[src/rtl/fetch_unit.sv]
// Prefetching instruction-fetch unit: issues sequential word reads over a
// valid/ready handshake, buffers {instruction, pc} pairs in a DEPTH-entry
// queue and presents the head to decode. A redirect flushes the queue and
// discards any in-flight read.
module fetch_unit #(
    parameter int unsigned          WORD_SIZE = 32,
    parameter int unsigned          DEPTH     = 4,
    parameter logic [WORD_SIZE-1:0] RESET_PC  = '0,
    parameter logic [WORD_SIZE-1:0] PC_STEP   = WORD_SIZE'(4)
) (
    input  logic                         clk,
    input  logic                         rst,
    output logic                         mem_on,
    output logic                         mem_w,
    output logic [WORD_SIZE-1:0]         mem_addr,
    input  logic                         mem_ready,
    input  logic [WORD_SIZE-1:0]         mem_data_out,
    input  logic                         redirect_valid,
    input  logic [WORD_SIZE-1:0]         redirect_pc,
    output logic                         ir_valid,
    output logic [WORD_SIZE-1:0]         ir_data,
    output logic [WORD_SIZE-1:0]         ir_pc,
    input  logic                         ir_ready,
    output logic [$clog2(DEPTH+1)-1:0]   fifo_count
);

    localparam int unsigned PtrW = $clog2(DEPTH);
    localparam int unsigned CntW = $clog2(DEPTH + 1);

    typedef enum logic [1:0] {StIdle, StReq, StDiscard} state_e;

    state_e               state_q, state_d;
    logic [WORD_SIZE-1:0] pc_q, pc_d;
    logic [WORD_SIZE-1:0] addr_q, addr_d;
    logic [PtrW-1:0]      wr_ptr_q, wr_ptr_d;
    logic [PtrW-1:0]      rd_ptr_q, rd_ptr_d;
    logic [CntW-1:0]      cnt_q, cnt_d;
    logic [CntW-1:0]      cnt_flow;
    logic                 push, pop, space;

    logic [WORD_SIZE-1:0] data_q [DEPTH];
    logic [WORD_SIZE-1:0] pcs_q  [DEPTH];

    // Queue bookkeeping: push/pop qualification and next occupancy.
    always_comb begin
        push     = (state_q == StReq) && mem_ready && !redirect_valid;
        pop      = (cnt_q != '0) && ir_ready && !redirect_valid;
        cnt_flow = cnt_q + CntW'(push) - CntW'(pop);
        // A new read is only issued if its data is guaranteed a slot.
        space    = 32'(cnt_flow) < DEPTH;
        cnt_d    = redirect_valid ? '0 : cnt_flow;
        wr_ptr_d = redirect_valid ? '0 : wr_ptr_q + PtrW'(push);
        rd_ptr_d = redirect_valid ? '0 : rd_ptr_q + PtrW'(pop);
    end

    // Next-state logic for the request FSM and the fetch PC.
    always_comb begin
        state_d = state_q;
        pc_d    = pc_q;
        addr_d  = addr_q;
        case (state_q)
            StIdle: begin
                if (!redirect_valid && space) begin
                    state_d = StReq;
                    addr_d  = pc_q;
                    pc_d    = pc_q + PC_STEP;
                end
            end
            StReq: begin
                if (redirect_valid) begin
                    // A read completing on the redirect edge is simply dropped.
                    state_d = mem_ready ? StIdle : StDiscard;
                end else if (mem_ready) begin
                    if (space) begin
                        addr_d = pc_q;
                        pc_d   = pc_q + PC_STEP;
                    end else begin
                        state_d = StIdle;
                    end
                end
            end
            StDiscard: begin
                // Address is held until the stale read finishes.
                if (mem_ready) begin
                    state_d = StIdle;
                end
            end
            default: state_d = StIdle;
        endcase
        if (redirect_valid) begin
            pc_d = redirect_pc;
        end
    end

    // Control state registers with synchronous reset.
    always_ff @(posedge clk) begin
        if (rst) begin
            state_q  <= StIdle;
            pc_q     <= RESET_PC;
            addr_q   <= '0;
            wr_ptr_q <= '0;
            rd_ptr_q <= '0;
            cnt_q    <= '0;
        end else begin
            state_q  <= state_d;
            pc_q     <= pc_d;
            addr_q   <= addr_d;
            wr_ptr_q <= wr_ptr_d;
            rd_ptr_q <= rd_ptr_d;
            cnt_q    <= cnt_d;
        end
    end

    // Queue storage; contents are qualified by the occupancy count.
    always_ff @(posedge clk) begin
        if (push && !rst) begin
            data_q[wr_ptr_q] <= mem_data_out;
            pcs_q[wr_ptr_q]  <= addr_q;
        end
    end

    assign mem_on     = (state_q != StIdle);
    assign mem_w      = 1'b0;
    assign mem_addr   = addr_q;
    assign fifo_count = cnt_q;
    assign ir_valid   = (cnt_q != '0);
    assign ir_data    = ir_valid ? data_q[rd_ptr_q] : '0;
    assign ir_pc      = ir_valid ? pcs_q[rd_ptr_q] : '0;

endmodule
[config.mk]
export PLATFORM = sky130hd
export DESIGN_NAME = fetch_unit
export DESIGN_NICKNAME = d
export VERILOG_FILES = /design/src/rtl/fetch_unit.sv
export SDC_FILE = /design/constraint.sdc
export NUM_CORES = 1
export LEC_CHECK = 0
export ABC_CLOCK_PERIOD_IN_PS = 10300
export CAP_MARGIN = 20
export CELL_PAD_IN_SITES_DETAIL_PLACEMENT = 1
export CELL_PAD_IN_SITES_GLOBAL_PLACEMENT = 1
export CORE_UTILIZATION = 46
export DETAILED_ROUTE_END_ITERATION = 12
export HOLD_SLACK_MARGIN = 0.15
export PLACE_DENSITY_LB_ADDON = 0.1
export REMOVE_ABC_BUFFERS = 1
export SYNTH_ARGS = -nofsm -noshare
export SYNTH_HDL_FRONTEND = slang
export SYNTH_SLANG_ARGS = --single-unit
[constraint.sdc]
create_clock -name clk -period 10.3 [get_ports clk]
set_input_delay 3.09 -clock clk [delete_from_list [all_inputs] [get_ports clk]]
set_output_delay 3.09 -clock clk [all_outputs]
set_load 0.005 [all_outputs]
==> impl_results.md, run 1 <==
- Post-synth top flop: edfxtp_1
- Worst reg2reg path startpoint: fifo_count[1]
- CTS Buf Count: 36
- Final #Nets: 1,089
- Max-Cap Viols: 0
- Layout cells sized above 1: 14.7%
- Hold WC Path Type: flip-flop to flip-flop
- Max FO, Critical Path: 42
- Peak supply drop: 129 uV
- Total negative slack: 0 ns
- Global-route usage over all layers: 21.7%
- Worst Path Required: 7.21 ns
- Cell Area, Synth: 13,200 sq um
- Core area: 28,000 sq um
- Cells after Synth: 849
- Initial Util: 47.2%
- Critical path's slowest cell: buf_4
- Setup violators final: 0
- Synth cell types: 54
- Reg2reg setup slack: 6.07 ns
- CTS tree: built
- Yosys reg bits: 329
- Fin. Hold Viols: 0
- Post-synth EDFFs: 256
- First-pass DRT Iterations: 4
- Clock Skew: 0.0134 ns
- Die ar.: 29,400 sq um
- Total wire length: 31.3 mm
- Violation count after the first detailed-routing iteration: 610
- Die Width: 172 microns
- Global-route wire length before repair: 48.2 mm
- DP Area: 15,300 sq um
- Post-DRT Antenna Nets: 0
- Startpoint class of the critical path: flip-flop
- # clock sinks: 329
- Sequential area share after synthesis: 69.2%
- Maximum clock rate: 156 MHz
- Arr. time, crit path: 3.34 ns
- Avg Cell Area, Syn: 15.6 sq um
- Antenna cells: 0
- Delay-heaviest family, CP: buffers and inverters
- Async SR Flop Fraction: 0%
- Vias in the first global route: 8,470
- CP endpoint kind: output port
- DR DRC count: 0
- Clk buf depth: 3
- Initial antenna violation count: 0
- Fin area: 16,500 sq um
- Status: finished clean
- Cells on worst reg2reg path: 11
- RSZ-0062 raised after global routing: no
- Final Max Tran Viols: 0
- WS Path Type: flip-flop to output port
- Period utilization: 62.4%
- Clock slew at reported path FFs: 0.06 ns
- Post-CTS Repair Setup Buffers: 0
- HP Start: pc_q[1]
- Clk_lat worst skew: 0.52 ns
- Leak: 0.00526 uW
- Chip height: 172 microns
- WP buf/inv: 2
- Ys Warns: 0
- WL per Instance: 22.0 microns
- Total congestion overflow: 0
- Slew headroom: 26.6%
- DR vias: 7,995
- CTS resizes: 0
- Site Rows: 61
- Hold buffer count at CTS: 0
- GPL Wtd Cong: 0.794
- DP Cell Count: 1,356
- Post-layout min period: 6.43 ns
- Power consumption: 2860 uW
- Hold Path Depth: 2
- Worst-Margin Slew: 1.10 ns
- CP Cell Sequence: buf_4, mux4_2, and2_1, clkdlybuf4s50_1
- # H-tree levels: 2
- WHS Endpoint: mem_addr[1]
- Fillcell total: 2,663
- Worst r2r dst: pc_q[27]
- Storage cell area: 9160 sq um
- Layout Cells excl Fill: 1,422
- CP peak stage delay: 0.82 ns
- Number of top-level pins: 171
- Input/output buffers: 169
- Synthesis-to-layout area growth: 24.7%
- Maximum number of pins on one net before global-route repair: 66
- CTS root buf: clkbuf_16
- Final Util: 58.8%
- Via/cell ratio: 5.62
- Multi-input gate area: 3850 sq um
- Detailed Place HPWL: 18.6 mm
- Power per cell area: 174 nW/um^2
## worst max path at each step
| stage | start | end | slack, ns | depth (start not counted) |
|---|---|---|---|---|
| after floorplan | mem_ready | data_q[1][0] | 1.61 | 3 |
| after global placement | mem_ready | pc_q[27] | 3.76 | 11 |
| after detailed placement | mem_ready | pc_q[27] | 3.60 | 11 |
| after CTS | rd_ptr_q[0] | ir_pc[23] | 3.76 | 4 |
| after global routing | rd_ptr_q[0] | ir_pc[22] | 3.63 | 4 |
| final | rd_ptr_q[0] | ir_data[18] | 3.87 | 4 |
## flip-flops by register name (all words and copies together) (netlist names)
name / count
data_q: 128
fifo_count: 3
mem_addr: 32
pc_q: 32
pcs_q: 128
rd_ptr_q: 2
state_q: 2
wr_ptr_q: 2
## cell type report
class / count / share of cell area, %
sequential: 329 / 55.5
multi-input combinational: 454 / 23.3
timing repair buffer: 184 / 10.9
clock buffer: 49 / 6.27
tap: 378 / 2.87
clock inverter: 17 / 0.835
inverter: 11 / 0.250
## cells in the mapped netlist (5+ instances only)
cell type / count / share of area (%)
o221ai_1: 5 / 0.33
nand4_1: 12 / 0.57
nor2_1: 35 / 0.99
a311oi_1: 10 / 0.66
nand2b_1: 7 / 0.33
inv_1: 11 / 0.31
buf_1: 9 / 0.26
edfxtp_1: 256 / 58
o311ai_0: 5 / 0.33
or4_1: 6 / 0.34
a21oi_1: 32 / 1.2
nand2_1: 44 / 1.2
mux4_2: 64 / 11
and4_1: 6 / 0.40
or3_1: 13 / 0.62
clkbuf_1: 43 / 1.2
nor4_1: 10 / 0.47
a211oi_1: 6 / 0.34
dfxtp_1: 73 / 11
a31oi_1: 7 / 0.33
o21ai_0: 40 / 1.5
and2_1: 74 / 3.5
a2111oi_0: 6 / 0.40
nor3_1: 5 / 0.19
nand3_1: 17 / 0.64
and3_1: 8 / 0.38
## per-layer routing
| layer | routed length (microns) | GRT usage [%] | vias to the layer above |
|---|---|---|---|
| met5 | 0 | 0 | - |
| met4 | 467 | 5.28 | 0 |
| met3 | 1250 | 3.08 | 33 |
| met2 | 15600 | 37.5 | 192 |
| met1 | 13900 | 29.0 | 4108 |
| li1 | - | - | 3662 |
## kinds of logic (layout without fill, tap and decap cells)
| logic type | after synthesis | in the layout | share of synthesized area [%] |
|---|---|---|---|
| buf+inv | 66 | 261 | 1.92 |
| fa+ha+maj | 4 | 4 | 0.436 |
| mux | 67 | 67 | 11.1 |
| flops | 329 | 329 | 69.2 |
| simple gates | 245 | 245 | 10.1 |
| other cells | 1 | 1 | 0.0284 |
| xor+xnor | 8 | 8 | 0.786 |
| compound gates | 129 | 129 | 6.36 |
## report_power, final
group	internal, uW	switching [uW]
sequential	1440	24.0
combinational	64.0	62.4
clock	756	509
## cell usage in the layout (no fill, tap or decap), drive strengths merged, types with 7 or more instances in the layout
| cell | n |
|---|---|
| nand2 | 44 |
| a31oi | 7 |
| and2 | 74 |
| a311oi | 10 |
| nand3 | 17 |
| a21oi | 32 |
| clkinv | 13 |
| and3 | 8 |
| clkbuf | 49 |
| buf | 17 |
| nand2b | 7 |
| clkdlybuf4s50 | 167 |
| inv | 13 |
| mux4 | 64 |
| nand4 | 12 |
| edfxtp | 256 |
| dfxtp | 73 |
| o21ai | 40 |
| nor4 | 10 |
| or3 | 14 |
| nor2 | 35 |
## stage by stage
stage / hold slack [ns] / setup WS [ns]
2_1_floorplan: 0.425 / 1.61
3_3_place_gp: 0.447 / 3.76
3_5_place_dp: 0.457 / 3.60
4_1_cts: 0.459 / 3.76
5_1_grt: 0.498 / 3.63
6_report: 0.456 / 3.87
## worst reg2reg max path: stages, from the launching register on
cell       delay [ns]
dfxtp_1          0.35
or3_2            0.80
nand2_1          0.25
xnor2_1          0.13
nor2_1           0.06
ha_1             0.23
fa_1             0.42
xor3_4           0.32
nand3_2          0.37
buf_4            0.39
o41a_1           0.44
a2111oi_0        0.34
No activity file was read; power rests on OpenSTA's default activity.
==> run 2, diff against run 1 <==
--- a/config.mk
+++ b/config.mk
@@ -5,7 +5,7 @@
 export SDC_FILE = /design/constraint.sdc
 export NUM_CORES = 1
 export LEC_CHECK = 0
-export ABC_CLOCK_PERIOD_IN_PS = 10300
+export ABC_CLOCK_PERIOD_IN_PS = 6700
 export CAP_MARGIN = 20
 export CELL_PAD_IN_SITES_DETAIL_PLACEMENT = 1
 export CELL_PAD_IN_SITES_GLOBAL_PLACEMENT = 1
==> constraint.sdc (replaced) <==
create_clock -name clk -period 6.7 [get_ports clk]
set_input_delay 2.01 -clock clk [delete_from_list [all_inputs] [get_ports clk]]
set_output_delay 2.01 -clock clk [all_outputs]
set_load 0.005 [all_outputs]
==> impl_results.md, run 2 (synthesis results as in run 1) <==
- Global-route usage over all layers: 21.5% (-0.23 points)
- Period utilization: 74.5%
- Synthesis-to-layout area growth: 24.3%
- CP Cell Sequence: clkdlybuf4s50_1, nand3b_1, xnor2_1, nor2_1, ha_1, fa_1, xor3_4, nand3_2, o41a_1, a2111oi_0
- Total wire length: 30.7 mm (-1.9%)
- Critical path's slowest cell: o41a_1
- Via/cell ratio: 5.60 (-0.48%)
- Maximum clock rate: 200 MHz
- Worst-Margin Slew: 1.04 ns (-0.0590 ns)
- GR Util met1: 29.3% (+0.29 points)
- CTS resizes: 0 (unchanged)
- CTS root buf: clkbuf_16
- Hold WC Path Type: flip-flop to flip-flop
- Initial antenna violation count: 2 (+2)
- Total congestion overflow: 0 (unchanged)
- Combinational power share: 4.5% (about the same)
- Largest registers: data_q x128, pcs_q x128
- Min setup slack post-route: 1.71 ns (-2.16 ns)
- Die ar.: 29,400 sq um (unchanged)
- RSZ-0062 raised after global routing: no
- Core area: 28,000 sq um (unchanged)
- M3 GR Usage: 2.95% (-0.14 points)
- Layout cells sized above 1: 14.2% (-0.48 points)
- Max FO, Critical Path: 30 (-29%)
- # H-tree levels: 2 (unchanged)
- Clk buf depth: 3 (unchanged)
- Leak: 0.00521 uW (-0.88%)
- Grt met2 use: 36.6% (-0.84 points)
- Vias in the first global route: 8,389 (-0.96%)
- Flop pwr share: 52.9% (+1.5 points)
- Total negative slack: 0 ns (unchanged)
- DR DRC count: 0 (unchanged)
- Layout Cells excl Fill: 1,424 (+0.14%)
- CTS Buf Count: 35 (-2.8%)
- Commonest non-fill, non-tap cell in the layout: edfxtp_1
- Global-route wire length before repair: 47.6 mm (-1.2%)
- Commonest cells after routing, fill and taps aside: 256 x edfxtp_1, 167 x clkdlybuf4s50_1, 74 x and2_1
- CP endpoint kind: flip-flop
- Pre-CTS setup slack: 1.21 ns (-2.39 ns)
- Slew headroom: 30.6% (+3.9 points)
- Initial Util: 47.2% (unchanged)
- Clk pwr share: 42.5% (-1.7 points)
- Fin area: 16,400 sq um (-0.35%)
- WP buf/inv: 1 (-1)
- Die Width: 172 microns (unchanged)
- CTS tree: built
- Clk_lat worst skew: 0.51 ns (about the same)
- # clock sinks: 329 (unchanged)
- Clock slew at reported path FFs: 0.06 ns (about the same)
- Chip height: 172 microns (unchanged)
- Peak supply drop: 216 uV (+68%)
- Site Rows: 61 (unchanged)
- WS Path Type: primary input to flip-flop
- First-pass DRT Iterations: 4 (unchanged)
- DP Area: 15,300 sq um (+0.18%)
- DR vias: 7,968 (-0.34%)
- Arr. time, crit path: 5.38 ns (+2.04 ns)
- Setup violators final: 0 (unchanged)
- Top Usage Layer GRT: met2
- Clock Skew: 0.0165 ns (+0.00315 ns)
- Power per cell area: 260 nW/um^2 (+50%)
- Startpoint class of the critical path: primary input
- Input/output buffers: 169 (unchanged)
- Hold buffer count at CTS: 0 (unchanged)
- Fin. Hold Viols: 0 (unchanged)
- WL per Instance: 21.5 microns (-2.0%)
- Violation count after the first detailed-routing iteration: 548 (-10%)
- Final Util: 58.6% (-0.21 points)
- Post-layout min period: 4.99 ns
- Final Max Tran Viols: 0 (unchanged)
- Maximum number of pins on one net before global-route repair: 66 (unchanged)
- Net Sw Frac: 20.9% (+0.050 points)
- Number of top-level pins: 171 (unchanged)
- Fillcell total: 2,644 (-0.71%)
- Post-CTS Repair Setup Buffers: 0 (unchanged)
- GPL Wtd Cong: 0.788 (-0.77%)
- Internal: 3380 uW (+49%)
- Detailed Place HPWL: 18.7 mm (+0.21%)
- Final #Nets: 1,090 (+0.092%)
- DP Cell Count: 1,358 (+0.15%)
- Post-DRT Antenna Nets: 0 (unchanged)
- Worst Path Required: 7.09 ns (-0.12 ns)
- Status: finished clean
- Max-Cap Viols: 0 (unchanged)
- P_sw: 890 uW (+49%)
- Delay-heaviest family, CP: compound AO/OA/AOI/OAI gates
- CP peak stage delay: 0.59 ns (-0.23 ns)
==> run 2: cell types whose count changed in the layout (fill, tap and decap cells not counted), moves of 2 or more <==
cell,before,now
bufinv_16,2,0
clkbuf_1,8,16
clkbuf_16,39,36
clkbuf_8,2,5
clkinv_1,4,1
clkinv_2,9,3
diode_2,0,2
==> run 2: path summary, 6_finish.rpt <==
check | startpoint | endpoint | slack (ns) | depth (start not counted)
hold / removal | pc_q[0] | mem_addr[0] | 0.45 | 2
setup / recovery | mem_ready | pc_q[27] | 1.71 | 10
setup reg to reg | fifo_count[1] | pc_q[27] | 2.43 | 10
hold reg to reg | pc_q[0] | mem_addr[0] | 0.45 | 2
==> run 2: layout make-up <==
cell class | instances | area [sq um] | area share [%]
Tap cell | 378 | 473 | 2.88
Clock inverter | 7 | 51.3 | 0.312
Antenna cell | 2 | 5.00 | 0.0305
Inverter | 11 | 41.3 | 0.251
Timing Repair Buffer | 186 | 1820 | 11.1
Multi-Input combinational cell | 454 | 3850 | 23.4
Sequential cell | 329 | 9160 | 55.7
Clock buffer | 57 | 1030 | 6.27
==> run 2: worst reg2reg max path, cell delays in order (launching register included) <==
cell and delay (ns):
dfxtp_1 0.36, or3_2 0.90, nand2_1 0.30, xnor2_1 0.14, nor2_1 0.06, ha_1 0.18
fa_1 0.41, xor3_4 0.32, nand3_2 0.56, o41a_1 0.60, a2111oi_0 0.33
==> run 2: power groups by stage <==
stage               registers [uW]  logic, uW  clock network, uW
global placement              2300        190                  0
CTS                           2260        196               1860
finish                        2260        194               1810
floorplan                     2290       71.2                  0
detailed placement            2300        195                  0
global route                  2260        211               1930
==> run 2: through the flow <==
stage / hold WS (ns) / power, uW
finish: 0.452 / 4270
global route: 0.485 / 4410
CTS: 0.452 / 4310
detailed placement: 0.455 / 2500
global placement: 0.447 / 2490
floorplan: 0.425 / 2360
==> run 2: per-layer routing <==
metal  part of all wire [%]  routed length [microns]
met1                     44                    13400
met2                     50                    15400
met3                    4.8                     1470
met5                      0                        0
met4                    1.2                      357
==> run 3, diff against run 2 <==
--- a/config.mk
+++ b/config.mk
@@ -5,7 +5,7 @@
 export SDC_FILE = /design/constraint.sdc
 export NUM_CORES = 1
 export LEC_CHECK = 0
-export ABC_CLOCK_PERIOD_IN_PS = 6700
+export ABC_CLOCK_PERIOD_IN_PS = 5190
 export CAP_MARGIN = 20
 export CELL_PAD_IN_SITES_DETAIL_PLACEMENT = 1
 export CELL_PAD_IN_SITES_GLOBAL_PLACEMENT = 1
==> constraint.sdc (replaced) <==
create_clock -name clk -period 5.19 [get_ports clk]
set_input_delay 1.557 -clock clk [delete_from_list [all_inputs] [get_ports clk]]
set_output_delay 1.557 -clock clk [all_outputs]
set_load 0.005 [all_outputs]
==> impl_results.md, run 3 (synthesis results as in run 1) <==
- Status: finished clean
- Clk_lat worst skew: 0.52 ns (about the same)
- Max FO, Critical Path: 8 (-73%)
- Pre-CTS setup slack: 0.176 ns (-1.03 ns)
- Power per cell area: 353 nW/um^2 (+36%)
- CP endpoint kind: flip-flop
- WS Path Type: primary input to flip-flop
- Fillcell total: 2,633 (-0.42%)
- Total wire length: 31.5 mm (+2.7%)
- Violation count after the first detailed-routing iteration: 433 (-21%)
- Die ar.: 29,400 sq um (unchanged)
- Fin Hold WS: 0.459 ns (+0.00666 ns)
- Final Max Tran Viols: 0 (unchanged)
- Detailed Place HPWL: 18.9 mm (+0.95%)
- DR DRC count: 0 (unchanged)
- Worst-Margin Slew: 1.09 ns (+0.0445 ns)
- Die Width: 172 microns (unchanged)
- Chip height: 172 microns (unchanged)
- Leak: 0.00534 uW (+2.5%)
- Clock slew at reported path FFs: 0.06 ns (about the same)
- Total negative slack: 0 ns (unchanged)
- WL per Instance: 22.1 microns (+2.5%)
- Commonest cells after routing, fill and taps aside: 256 x edfxtp_1, 167 x clkdlybuf4s50_1, 74 x and2_1
- # H-tree levels: 2 (unchanged)
- DR vias: 8,007 (+0.49%)
- Worst Path Required: 5.61 ns (-1.48 ns)
- Fin area: 16,700 sq um (+1.7%)
- Setup violators final: 0 (unchanged)
- Hold WC Path Type: flip-flop to flip-flop
- Startpoint class of the critical path: primary input
- Power consumption: 5890 uW (+38%)
- Period utilization: 86.7%
- Slew headroom: 27.6% (-3.0 points)
- Arr. time, crit path: 4.92 ns (-0.46 ns)
- Antenna cells: 0 (-2)
- Min setup slack post-route: 0.688 ns (-1.02 ns)
- Total congestion overflow: 0 (unchanged)
- Number of top-level pins: 171 (unchanged)
- CTS tree: built
- CTS resizes: 0 (unchanged)
- Largest registers: data_q x128, pcs_q x128
- First-pass DRT Iterations: 6 (+2)
- Vias in the first global route: 8,450 (+0.73%)
- Initial antenna violation count: 0 (-2)
- Post-CTS Repair Setup Buffers: 0 (unchanged)
- Final #Nets: 1,095 (+0.46%)
- GPL Wtd Cong: 0.811 (+3.0%)
- Clk buf depth: 3 (unchanged)
- Via/cell ratio: 5.61 (+0.28%)
- CTS Buf Count: 35 (unchanged)
- Fin. Hold Viols: 0 (unchanged)
- Post-layout min period: 4.50 ns
- RSZ-0062 raised after global routing: no
- Clock Skew: 0.0119 ns (-0.00459 ns)
- Commonest non-fill, non-tap cell in the layout: edfxtp_1
- Maximum clock rate: 222 MHz
- Peak supply drop: 262 uV (+21%)
- Post-DRT Antenna Nets: 0 (unchanged)
- Initial Util: 47.2% (unchanged)
- DP Area: 15,400 sq um (+0.57%)
- Max-Cap Viols: 0 (unchanged)
- Site Rows: 61 (unchanged)
- Hold buffer count at CTS: 0 (unchanged)
- Global-route usage over all layers: 22.0% (+0.48 points)
- Layout cells sized above 1: 15.5% (+1.4 points)
- Input/output buffers: 169 (unchanged)
- CTS root buf: clkbuf_16
- Global-route wire length before repair: 48.4 mm (+1.7%)
- Core area: 28,000 sq um (unchanged)
- Synthesis-to-layout area growth: 26.4%
- # clock sinks: 329 (unchanged)
- Maximum number of pins on one net before global-route repair: 66 (unchanged)
[run 3: cell count changes in the layout (fill, tap and decap cells not counted)]
| cell | before | now |
|---|---|---|
| clkbuf_1 | 16 | 4 |
| bufinv_16 | 0 | 8 |
| clkbuf_8 | 5 | 0 |
| clkinv_2 | 3 | 8 |
| buf_12 | 1 | 5 |
| clkinv_1 | 1 | 3 |
| diode_2 | 2 | 0 |
| buf_4 | 16 | 17 |
| clkbuf_16 | 36 | 37 |
| clkinvlp_4 | 1 | 2 |
[run 3: metrics by stage]
step | utilization, % | instances
2_1_floorplan | - | 794
3_3_place_gp | 55.1 | 1363
3_5_place_dp | 55.1 | 1363
4_1_cts | 59.6 | 1427
5_1_grt | 59.6 | 1427
6_report | 59.6 | 1427
[run 3: report_power, final]
group          leakage (uW)  switching [uW]  total, uW  internal (uW)
clock              0.000621            1020       2730           1710
combinational       0.00180             124        255            131
sequential          0.00293            46.4       2910           2870
[run 3: worst max-delay path, stage by stage]
cell and delay (ns):
clkdlybuf4s50_1 0.51, nand3b_1 0.20, xnor2_1 0.21, nor2_1 0.07, ha_1 0.19, fa_1 0.41
xnor3_2 0.29, or4_1 0.66, or4_1 0.54, a311oi_1 0.27
[run 3: per-layer routing]
| layer | vias to the layer above | track usage (%) | share of wire (%) |
|---|---|---|---|
| met3 | 38 | 3.36 | 4.9 |
| met2 | 194 | 37.9 | 50 |
| met4 | 0 | 5.94 | 1.7 |
| met5 | - | 0 | 0 |
| met1 | 4105 | 29.0 | 43 |
| li1 | 3670 | - | - |
[run 3: final timing paths]
kind / slack, ns / endpoint / cells past startpoint / start
worst max register to register: 1.06 / pc_q[13] / 10 / fifo_count[0]
worst max-delay path: 0.69 / pc_q[13] / 10 / mem_ready
worst min-delay path: 0.46 / mem_addr[1] / 2 / pc_q[1]
worst min register to register: 0.46 / mem_addr[1] / 2 / pc_q[1]
[run 3: area by class of cell]
class                      instances  area [sq um]  area share (%)
multi-input combinational        454          3850            23.0
sequential                       329          9160            54.8
tap                              378           473            2.83
clock buffer                      41           941            5.63
inverter                          11          41.3           0.247
clock inverter                    23           332            1.99
timing repair buffer             191          1910            11.4
